==> config.mk <==
export PLATFORM = sky130hd
export DESIGN_NAME = syzygy_adc_align_ctrl
export DESIGN_NICKNAME = d
export VERILOG_FILES = /design/src/rtl/syzygy_adc_pkg.sv /design/src/rtl/syzygy_adc_pattern_checker.sv /design/src/rtl/syzygy_adc_align_ctrl.sv
export SDC_FILE = /design/constraint.sdc
export NUM_CORES = 1
export LEC_CHECK = 0
export ABC_AREA = 1
export ABC_CLOCK_PERIOD_IN_PS = 2200
export CAP_MARGIN = 20
export CORE_ASPECT_RATIO = 0.75
export CORE_MARGIN = 2
export CORE_UTILIZATION = 55
export DETAILED_ROUTE_END_ITERATION = 10
export PLACE_DENSITY = 0.77
export REMOVE_ABC_BUFFERS = 1
export SLEW_MARGIN = 10
export SYNTH_ARGS = -nofsm -noshare
export SYNTH_HDL_FRONTEND = slang
export SYNTH_HIERARCHICAL = 1
export SYNTH_SLANG_ARGS = --single-unit
==> constraint.sdc <==
create_clock -name clk -period 2.2 [get_ports clk]
set_input_delay 0.44 -clock clk [delete_from_list [all_inputs] [get_ports clk]]
set_output_delay 0.44 -clock clk [all_outputs]
set_load 0.02 [all_outputs]
==> src/rtl/syzygy_adc_pkg.sv <==
// Shared FSM state type and default tuning constants for the SYZYGY ADC
// frame-alignment controller.
package syzygy_adc_pkg;

  typedef enum logic [2:0] {
    StIdle,
    StRst,
    StSettle,
    StCheck,
    StSlip,
    StLocked,
    StFail
  } state_e;

  localparam logic [7:0]  DefPattern      = 8'hF0;
  localparam int unsigned DefRstCycles    = 8;
  localparam int unsigned DefSettleCycles = 16;
  localparam int unsigned DefMatchCount   = 64;
  localparam int unsigned DefMaxSlips     = 8;

  // Consecutive valid mismatches that break an established lock.
  localparam int unsigned MissLimit = 4;

  // Width of the shared RST/SETTLE cycle counter.
  localparam int unsigned CntW = 16;

  function automatic logic is_busy(input state_e s);
    return s inside {StRst, StSettle, StCheck, StSlip};
  endfunction

endpackage

==> src/rtl/syzygy_adc_pattern_checker.sv <==
// Frame compare plus consecutive-match (training) and consecutive-mismatch
// (lock monitor) counters. Each counter is held at zero while its enable is low.
module syzygy_adc_pattern_checker
  import syzygy_adc_pkg::*;
#(
  parameter int unsigned             FRAME_WIDTH = 8,
  parameter logic [FRAME_WIDTH-1:0]  PATTERN     = FRAME_WIDTH'(DefPattern),
  parameter int unsigned             MATCH_COUNT = DefMatchCount
) (
  input  logic                   clk,
  input  logic                   reset,
  input  logic                   check_en,
  input  logic                   monitor_en,
  input  logic [FRAME_WIDTH-1:0] frame_data,
  input  logic                   frame_valid,
  output logic                   miss,
  output logic                   match_done,
  output logic                   miss_limit
);

  localparam int unsigned MatchW = $clog2(MATCH_COUNT + 1);

  logic              hit;
  logic [MatchW-1:0] match_q;
  logic [1:0]        miss_q;

  assign hit  = frame_valid && (frame_data == PATTERN);
  assign miss = frame_valid && (frame_data != PATTERN);

  // Asserted on the valid match that completes the run, so the FSM can move
  // to LOCKED on the following edge.
  assign match_done = hit && (match_q == MatchW'(MATCH_COUNT - 1));
  assign miss_limit = miss && (miss_q == 2'(MissLimit - 1));

  always_ff @(posedge clk) begin
    if (reset || !check_en || miss) begin
      match_q <= '0;
    end else if (hit) begin
      match_q <= match_q + MatchW'(1);
    end
  end

  always_ff @(posedge clk) begin
    if (reset || !monitor_en || hit) begin
      miss_q <= '0;
    end else if (miss && (miss_q != 2'(MissLimit - 1))) begin
      miss_q <= miss_q + 2'd1;
    end
  end

endmodule

==> src/rtl/syzygy_adc_align_ctrl.sv <==
// ISERDES frame-alignment controller: reset, settle, check, bitslip until lock or
// failure. Define SYZYGY_ADC_ALIGN_MONITOR_EN to retrain automatically on lock loss.
module syzygy_adc_align_ctrl
  import syzygy_adc_pkg::*;
#(
  parameter int unsigned             FRAME_WIDTH   = 8,
  parameter logic [FRAME_WIDTH-1:0]  PATTERN       = FRAME_WIDTH'(DefPattern),
  parameter int unsigned             RST_CYCLES    = DefRstCycles,
  parameter int unsigned             SETTLE_CYCLES = DefSettleCycles,
  parameter int unsigned             MATCH_COUNT   = DefMatchCount,
  parameter int unsigned             MAX_SLIPS     = DefMaxSlips
) (
  input  logic                   clk,
  input  logic                   reset,
  input  logic                   start,
  input  logic [FRAME_WIDTH-1:0] frame_data,
  input  logic                   frame_valid,
  output logic                   serdes_reset,
  output logic                   bitslip,
  output logic                   busy,
  output logic                   locked,
  output logic                   fail,
  output logic [3:0]             slip_count
);

  state_e          state_q, state_d;
  logic [CntW-1:0] cnt_q, cnt_d;
  logic [3:0]      slip_d;
  logic            check_en, monitor_en;
  logic            miss, match_done, miss_limit;

  assign check_en = (state_q == StCheck);

`ifdef SYZYGY_ADC_ALIGN_MONITOR_EN
  assign monitor_en = (state_q == StLocked);
`else
  // Lock is sticky: the mismatch counter stays idle and its flag is dropped.
  logic unused_miss_limit;
  assign monitor_en        = 1'b0;
  assign unused_miss_limit = miss_limit;
`endif

  syzygy_adc_pattern_checker #(
    .FRAME_WIDTH (FRAME_WIDTH),
    .PATTERN     (PATTERN),
    .MATCH_COUNT (MATCH_COUNT)
  ) u_checker (
    .clk         (clk),
    .reset       (reset),
    .check_en    (check_en),
    .monitor_en  (monitor_en),
    .frame_data  (frame_data),
    .frame_valid (frame_valid),
    .miss        (miss),
    .match_done  (match_done),
    .miss_limit  (miss_limit)
  );

  always_comb begin
    state_d = state_q;
    cnt_d   = cnt_q;
    slip_d  = slip_count;
    unique case (state_q)
      StIdle, StFail: begin
        if (start) begin
          state_d = StRst;
          cnt_d   = '0;
          slip_d  = '0;
        end
      end
      StLocked: begin
        if (start) begin
          state_d = StRst;
          cnt_d   = '0;
          slip_d  = '0;
        end
`ifdef SYZYGY_ADC_ALIGN_MONITOR_EN
        else if (miss_limit) begin
          state_d = StRst;
          cnt_d   = '0;
          slip_d  = '0;
        end
`endif
      end
      StRst: begin
        if (cnt_q == CntW'(RST_CYCLES - 1)) begin
          state_d = StSettle;
          cnt_d   = '0;
        end else begin
          cnt_d = cnt_q + CntW'(1);
        end
      end
      StSettle: begin
        if (cnt_q == CntW'(SETTLE_CYCLES - 1)) begin
          state_d = StCheck;
          cnt_d   = '0;
        end else begin
          cnt_d = cnt_q + CntW'(1);
        end
      end
      StCheck: begin
        if (match_done) begin
          state_d = StLocked;
        end else if (miss) begin
          // slip_count only advances below the limit, so it saturates.
          if (slip_count < 4'(MAX_SLIPS)) begin
            state_d = StSlip;
            slip_d  = slip_count + 4'd1;
          end else begin
            state_d = StFail;
          end
        end
      end
      StSlip: begin
        state_d = StSettle;
        cnt_d   = '0;
      end
      default: state_d = StIdle;
    endcase
  end

  // Outputs are registered from the next state so they align with state_q.
  always_ff @(posedge clk) begin
    if (reset) begin
      state_q      <= StIdle;
      cnt_q        <= '0;
      slip_count   <= '0;
      serdes_reset <= 1'b1;
      bitslip      <= 1'b0;
      busy         <= 1'b0;
      locked       <= 1'b0;
      fail         <= 1'b0;
    end else begin
      state_q      <= state_d;
      cnt_q        <= cnt_d;
      slip_count   <= slip_d;
      serdes_reset <= (state_d == StRst);
      bitslip      <= (state_d == StSlip);
      busy         <= is_busy(state_d);
      locked       <= (state_d == StLocked);
      fail         <= (state_d == StFail);
    end
  end

endmodule
==> results.toml, run 1 <==
[critical_path]
cp-end-kind = "register"
r2r-start = "u_checker/match_q[0]$_SDFFE_PP0P_"
reg2reg_slack_ns = 0.20
start_kind = "register"
arrival_ns = 2.21
critPathKind = "reg2reg"
crit_path_start = "u_checker/match_q[0]$_SDFFE_PP0P_"
worstPathRequired_ns = 2.41
path_max_fanout = 3

[die]
rows = 19
io_pins = 21
core_um2 = 3730
die_area_um2 = 4510
die_h_um = 58.6
start_util_pct = 58.7
fp.dieW_um = 76.9

[detailed_routing]
drc = 0
drt-pass1-iter-count = 4
wire_per_inst_um = 11.2
wirelength_um = 4630
drt.antenna.violating_nets = 0
routed_via_density = 5.01
num_vias = 2076
dr.first_iter.drc_count = 136

[pwr]
ir_drop_mv = 0.367
p_sw_uw = 303
pwr-share-clk_pct = 34.1
sequentialPowerShare_pct = 53.6
power_density_nw_per_um2 = 481
swShare_pct = 24.9
power_frac_comb_pct = 12.3
p_leak_nw = 1.06
p_int_uw = 915
p_total_mw = 1.22

[hold_path]
hold_path.class = "reg2reg"
min_from = "u_checker/match_q[4]$_SDFFE_PP0P_"

[placed_design]
gp_congestion = 0.932
dp_slack_ns = -0.0589
dpl-instance-area_um2 = 2460
dpl.hpwl_um = 3610
port_buffers = 20

[final_layout]
fillers = 354
fin_area_um2 = 2530
syn_to_final_growth_pct = 15.7
insertedDiodeCount = 0
drive_gt1_share_pct = 9.94
nNetsFinal = 378
ff_latch_area_um2 = 701
multi_input_area_um2 = 1300

[cts]
cts_made_buffers = 5
h-tree-depth = 2
ctsResizeCount = 0
cts_tree = "done"
clk_latency_ns = 0.29
cts.sinks = 35
ctsHoldBuffers = 0
clk_pin_slew_ns = 0.06
root_buffer = "clkbuf_8"
cts_buffer_depth = 2
cts_setup_buffers = 0

[global_route]
grtUsageTotal_pct = 23.2
grt_pass1_vias = 1794
grt_max_degree = 17
grt_pass1_wl_um = 8160
overflow = 0
antenna_found_initial = 0

[outcome]
status = "finished, final reports clean"

[sta]
finalCriticalPeriod_ns = 2.00
report.final.slew_viol_count = 0
worst_pin_slew_ns = 0.478
max_freq_ghz = 0.499
finClkSkew_ns = 0.00510
rsz0062_at_grt = "no"
fin_crit_sh_pct = 91.0
hold_slack_ns = 0.496
relSlewSlack_pct = 67.9
finalSetupViolCount = 0
worst_slack_ns = 0.197
final_hold_viol_count = 0

[synth]
yosys_warnings = 6
synth_cells = 337
postSynthAreaPerCell_um2 = 6.50
netlist_area_um2 = 2190

[run]
drv_cap = 0
==> per-layer routing <==
metal / global-route usage (%) / routed length [µm] / up-vias
met5: 0 / 0 / -
li1: - / - / 1125
met4: 10.9 / 49 / 0
met1: 34.6 / 2540 / 899
met3: 4.60 / 288 / 5
met2: 32.2 / 1750 / 47
==> power by group through the flow <==
stage	registers, mW	clock network [mW]	logic [mW]
after floorplan	0.671	0	0.0826
after global placement	0.666	0	0.148
after detailed placement	0.666	0	0.150
after global routing	0.654	0.450	0.169
final	0.653	0.415	0.150
after CTS	0.652	0.430	0.150
==> final timing paths <==
kind         depth (start not counted)                                end
min reg2reg                          2  u_checker/match_q[4]$_SDFFE_PP0P_
max                                 11                  locked$_SDFF_PP0_
max reg2reg                         11                  locked$_SDFF_PP0_
min                                  2  u_checker/match_q[4]$_SDFFE_PP0P_
==> critical path, stage by stage, from the launching register on <==
cell and delay (ns):
dfxtp_1 0.40, ha_1 0.24, nand2_2 0.07, nor2_2 0.13, nand2_1 0.09, nor3_1 0.31
o211ai_1 0.16, nand2_1 0.13, inv_1 0.09, nor2_4 0.09, inv_1 0.06, nor3_1 0.15
==> metrics by stage <==
step	cells	TNS, ns	util (%)
finish	414	0	67.9
CTS	414	0	67.9
global placement	408	0	65.9
detailed placement	408	-0.0733	65.9
global route	414	0	67.9
floorplan	330	0	-
==> flip-flops by register name (all words and copies together) (netlist names) <==
register	cells
cnt_q	16
u_checker/match_q	7
slip_count	4
state_q	3
bitslip	1
busy	1
fail	1
locked	1
serdes_reset	1
==> cell type report <==
cell class | count | share of cell area, %
Multi-Input combinational cell | 256 | 51.3
Sequential cell | 35 | 27.7
Timing Repair Buffer | 26 | 9.68
Inverter | 39 | 5.98
Clock buffer | 6 | 2.86
Tap cell | 52 | 2.57
==> layout by cell type (no fill, tap or decap), types with 2 or more instances in the layout <==
cell type / instances
ha_1: 3
nand2_2: 6
nor2_4: 2
o21ai_0: 8
inv_1: 36
nand2_1: 101
nand3_4: 2
nor3_2: 2
buf_4: 6
nand4_1: 7
xnor2_1: 3
dfxtp_1: 35
o211ai_1: 5
nor2_2: 4
nor3_1: 4
xor2_1: 8
clkbuf_8: 5
or2_2: 2
clkdlybuf4s50_1: 20
nor2_1: 40
a21oi_1: 19
inv_2: 2
o21bai_1: 5
nand3_1: 27
Note: power is estimated with default switching activity, not from simulation.
==> run 2: changes to the inputs <==
MAX_ROUTING_LAYER = met4   (was default)
==> run 2 against run 1 <==
Effect of this change:
- final cell count did not move
- via count did not move
- first-iteration DRC count rose by 0.74%
- non-clock buffer count did not move
- largest power group unchanged
- highest routed layer unchanged
==> results.toml, run 2 (synthesis results as in run 1) <==
[pwr]
power_density_nw_per_um2 = 481
p_total_mw = 1.22
p_leak_nw = 1.06
ir_drop_mv = 0.367

[outcome]
status = "finished, final reports clean"

[critical_path]
worstPathRequired_ns = 2.41
r2r-start = "u_checker/match_q[0]$_SDFFE_PP0P_"
critPathCapture = "locked$_SDFF_PP0_"
cpPeakStageDelay_ns = 0.40
arrival_ns = 2.21
reg2reg_slack_ns = 0.20
slowest_stage = "dfxtp_1"
reg2reg_depth = 11
path_cells = "ha_1 > nand2_2 > nor2_2 > nand2_1 > nor3_1 > o211ai_1 > nand2_1 > inv_1 > nor2_4 > inv_1 > nor3_1"
start_kind = "register"
path_max_fanout = 3
crit_path_start = "u_checker/match_q[0]$_SDFFE_PP0P_"
r2r_end = "locked$_SDFF_PP0_"
cp-end-kind = "register"
critPathKind = "reg2reg"

[die]
die_h_um = 58.6
io_pins = 21
die_area_um2 = 4510
start_util_pct = 58.7
core_um2 = 3730
fp.dieW_um = 76.9
rows = 19

[cts]
ctsResizeCount = 0
cts_made_buffers = 5
clk_latency_ns = 0.29
h-tree-depth = 2
cts_buffer_depth = 2
clk_pin_slew_ns = 0.06
cts_setup_buffers = 0
cts_tree = "done"
cts.sinks = 35
ctsHoldBuffers = 0
root_buffer = "clkbuf_8"

[final_layout]
ff_latch_area_um2 = 701
utilization_pct = 67.9
final_common_cell = "nand2_1"
regMostFlops = "cnt_q"
fillers = 354
insertedDiodeCount = 0
multi_input_area_um2 = 1300
drive_gt1_share_pct = 9.94
largest_reg_flops = 16
reg.largest.list = "cnt_q: 16 flops, u_checker/match_q: 7 flops, slip_count: 4 flops"
nNetsFinal = 378
final_cell_mix = "nand2_1, nor2_1, inv_1"
syn_to_final_growth_pct = 15.7

[detailed_routing]
drt-pass1-iter-count = 4
num_vias = 2076
drc = 0
routed_via_density = 5.01
drt.antenna.violating_nets = 0
wire_per_inst_um = 11.2
dr.first_iter.drc_count = 137
wirelength_um = 4630

[sta]
rsz0062_at_grt = "no"
finalCriticalPeriod_ns = 2.00
final_hold_viol_count = 0
finalSetupViolCount = 0
report.final.slew_viol_count = 0
relSlewSlack_pct = 67.9
worst_pin_slew_ns = 0.478
fin_crit_sh_pct = 91.1
max_freq_ghz = 0.499
finClkSkew_ns = 0.00508

[global_route]
antenna_found_initial = 0
overflow = 0
grt_pass1_wl_um = 8160
grt_max_degree = 17
grt_pass1_vias = 1796
grtUsageTotal_pct = 24.0

[placed_design]
gp_congestion = 0.949
dpl.hpwl_um = 3610
port_buffers = 20

[hold_path]
hold_path.class = "reg2reg"

[run]
drv_cap = 0
-- run 2: layout make-up --
| type | count | area share [%] |
|---|---|---|
| sequential | 35 | 27.7 |
| timing repair buffer | 26 | 9.68 |
| tap | 52 | 2.57 |
| clock buffer | 6 | 2.86 |
| multi-input combinational | 256 | 51.3 |
| inverter | 39 | 5.98 |
-- run 2: routing by layer --
metal / part of all wire [%] / track usage, % / vias to the layer above
li1: - / - / 1125
met1: 55 / 34.6 / 899
met2: 38 / 32.2 / 47
met3: 6.2 / 4.60 / 5
met4: 1.1 / 10.9 / 0
met5: 0 / - / -
-- run 2: how the worst min path moves through the flow --
stage	start	to	slack [ns]	depth (start not counted)
3_3_place_gp	u_checker/match_q[6]$_SDFFE_PP0P_	u_checker/match_q[6]$_SDFFE_PP0P_	0.48	2
5_1_grt	slip_count[3]$_SDFFE_PP0P_	slip_count[3]$_SDFFE_PP0P_	0.54	1
6_report	u_checker/match_q[4]$_SDFFE_PP0P_	u_checker/match_q[4]$_SDFFE_PP0P_	0.50	2
3_5_place_dp	u_checker/match_q[4]$_SDFFE_PP0P_	u_checker/match_q[4]$_SDFFE_PP0P_	0.49	2
2_1_floorplan	cnt_q[15]$_SDFFE_PP0P_	cnt_q[15]$_SDFFE_PP0P_	0.47	2
4_1_cts	u_checker/match_q[6]$_SDFFE_PP0P_	u_checker/match_q[6]$_SDFFE_PP0P_	0.50	2
-- run 2: metrics by stage --
| stage | TNS, ns | area [µm²] | worst slack [ns] | instances | hold slack [ns] |
|---|---|---|---|---|---|
| after floorplan | 0 | 2150 | 0.460 | 330 | 0.466 |
| after global placement | 0 | 2460 | 0.0223 | 408 | 0.480 |
| after detailed placement | -0.0733 | 2460 | -0.0589 | 408 | 0.490 |
| after CTS | 0 | 2530 | 0.207 | 414 | 0.499 |
| after global routing | 0 | 2530 | 0.0274 | 414 | 0.542 |
| final | 0 | 2530 | 0.196 | 414 | 0.496 |
-- run 2: report_power, final --
| group | total, mW | switching (mW) | internal, mW | leakage [nW] |
|---|---|---|---|---|
| clock | 0.415 | 0.205 | 0.210 | 0.0371 |
| combinational | 0.150 | 0.0892 | 0.0605 | 0.744 |
| sequential | 0.653 | 0.00912 | 0.644 | 0.283 |
-- run 2: worst max-delay path, delay by kind of cell, from the launching register on --
kind            cells  cell delay (ns)
simple gates        7             0.97
flops               1             0.40
fa+ha+maj           1             0.24
compound gates      1             0.16
buf+inv             2             0.15
==> run 3: changes to the inputs <==
CTS_CLUSTER_DIAMETER = 200   (was default)
SLEW_MARGIN = default   (was 10)
==> results of run 3 <==
No change in the layout: final DEF, timing and power equal those of run 2.
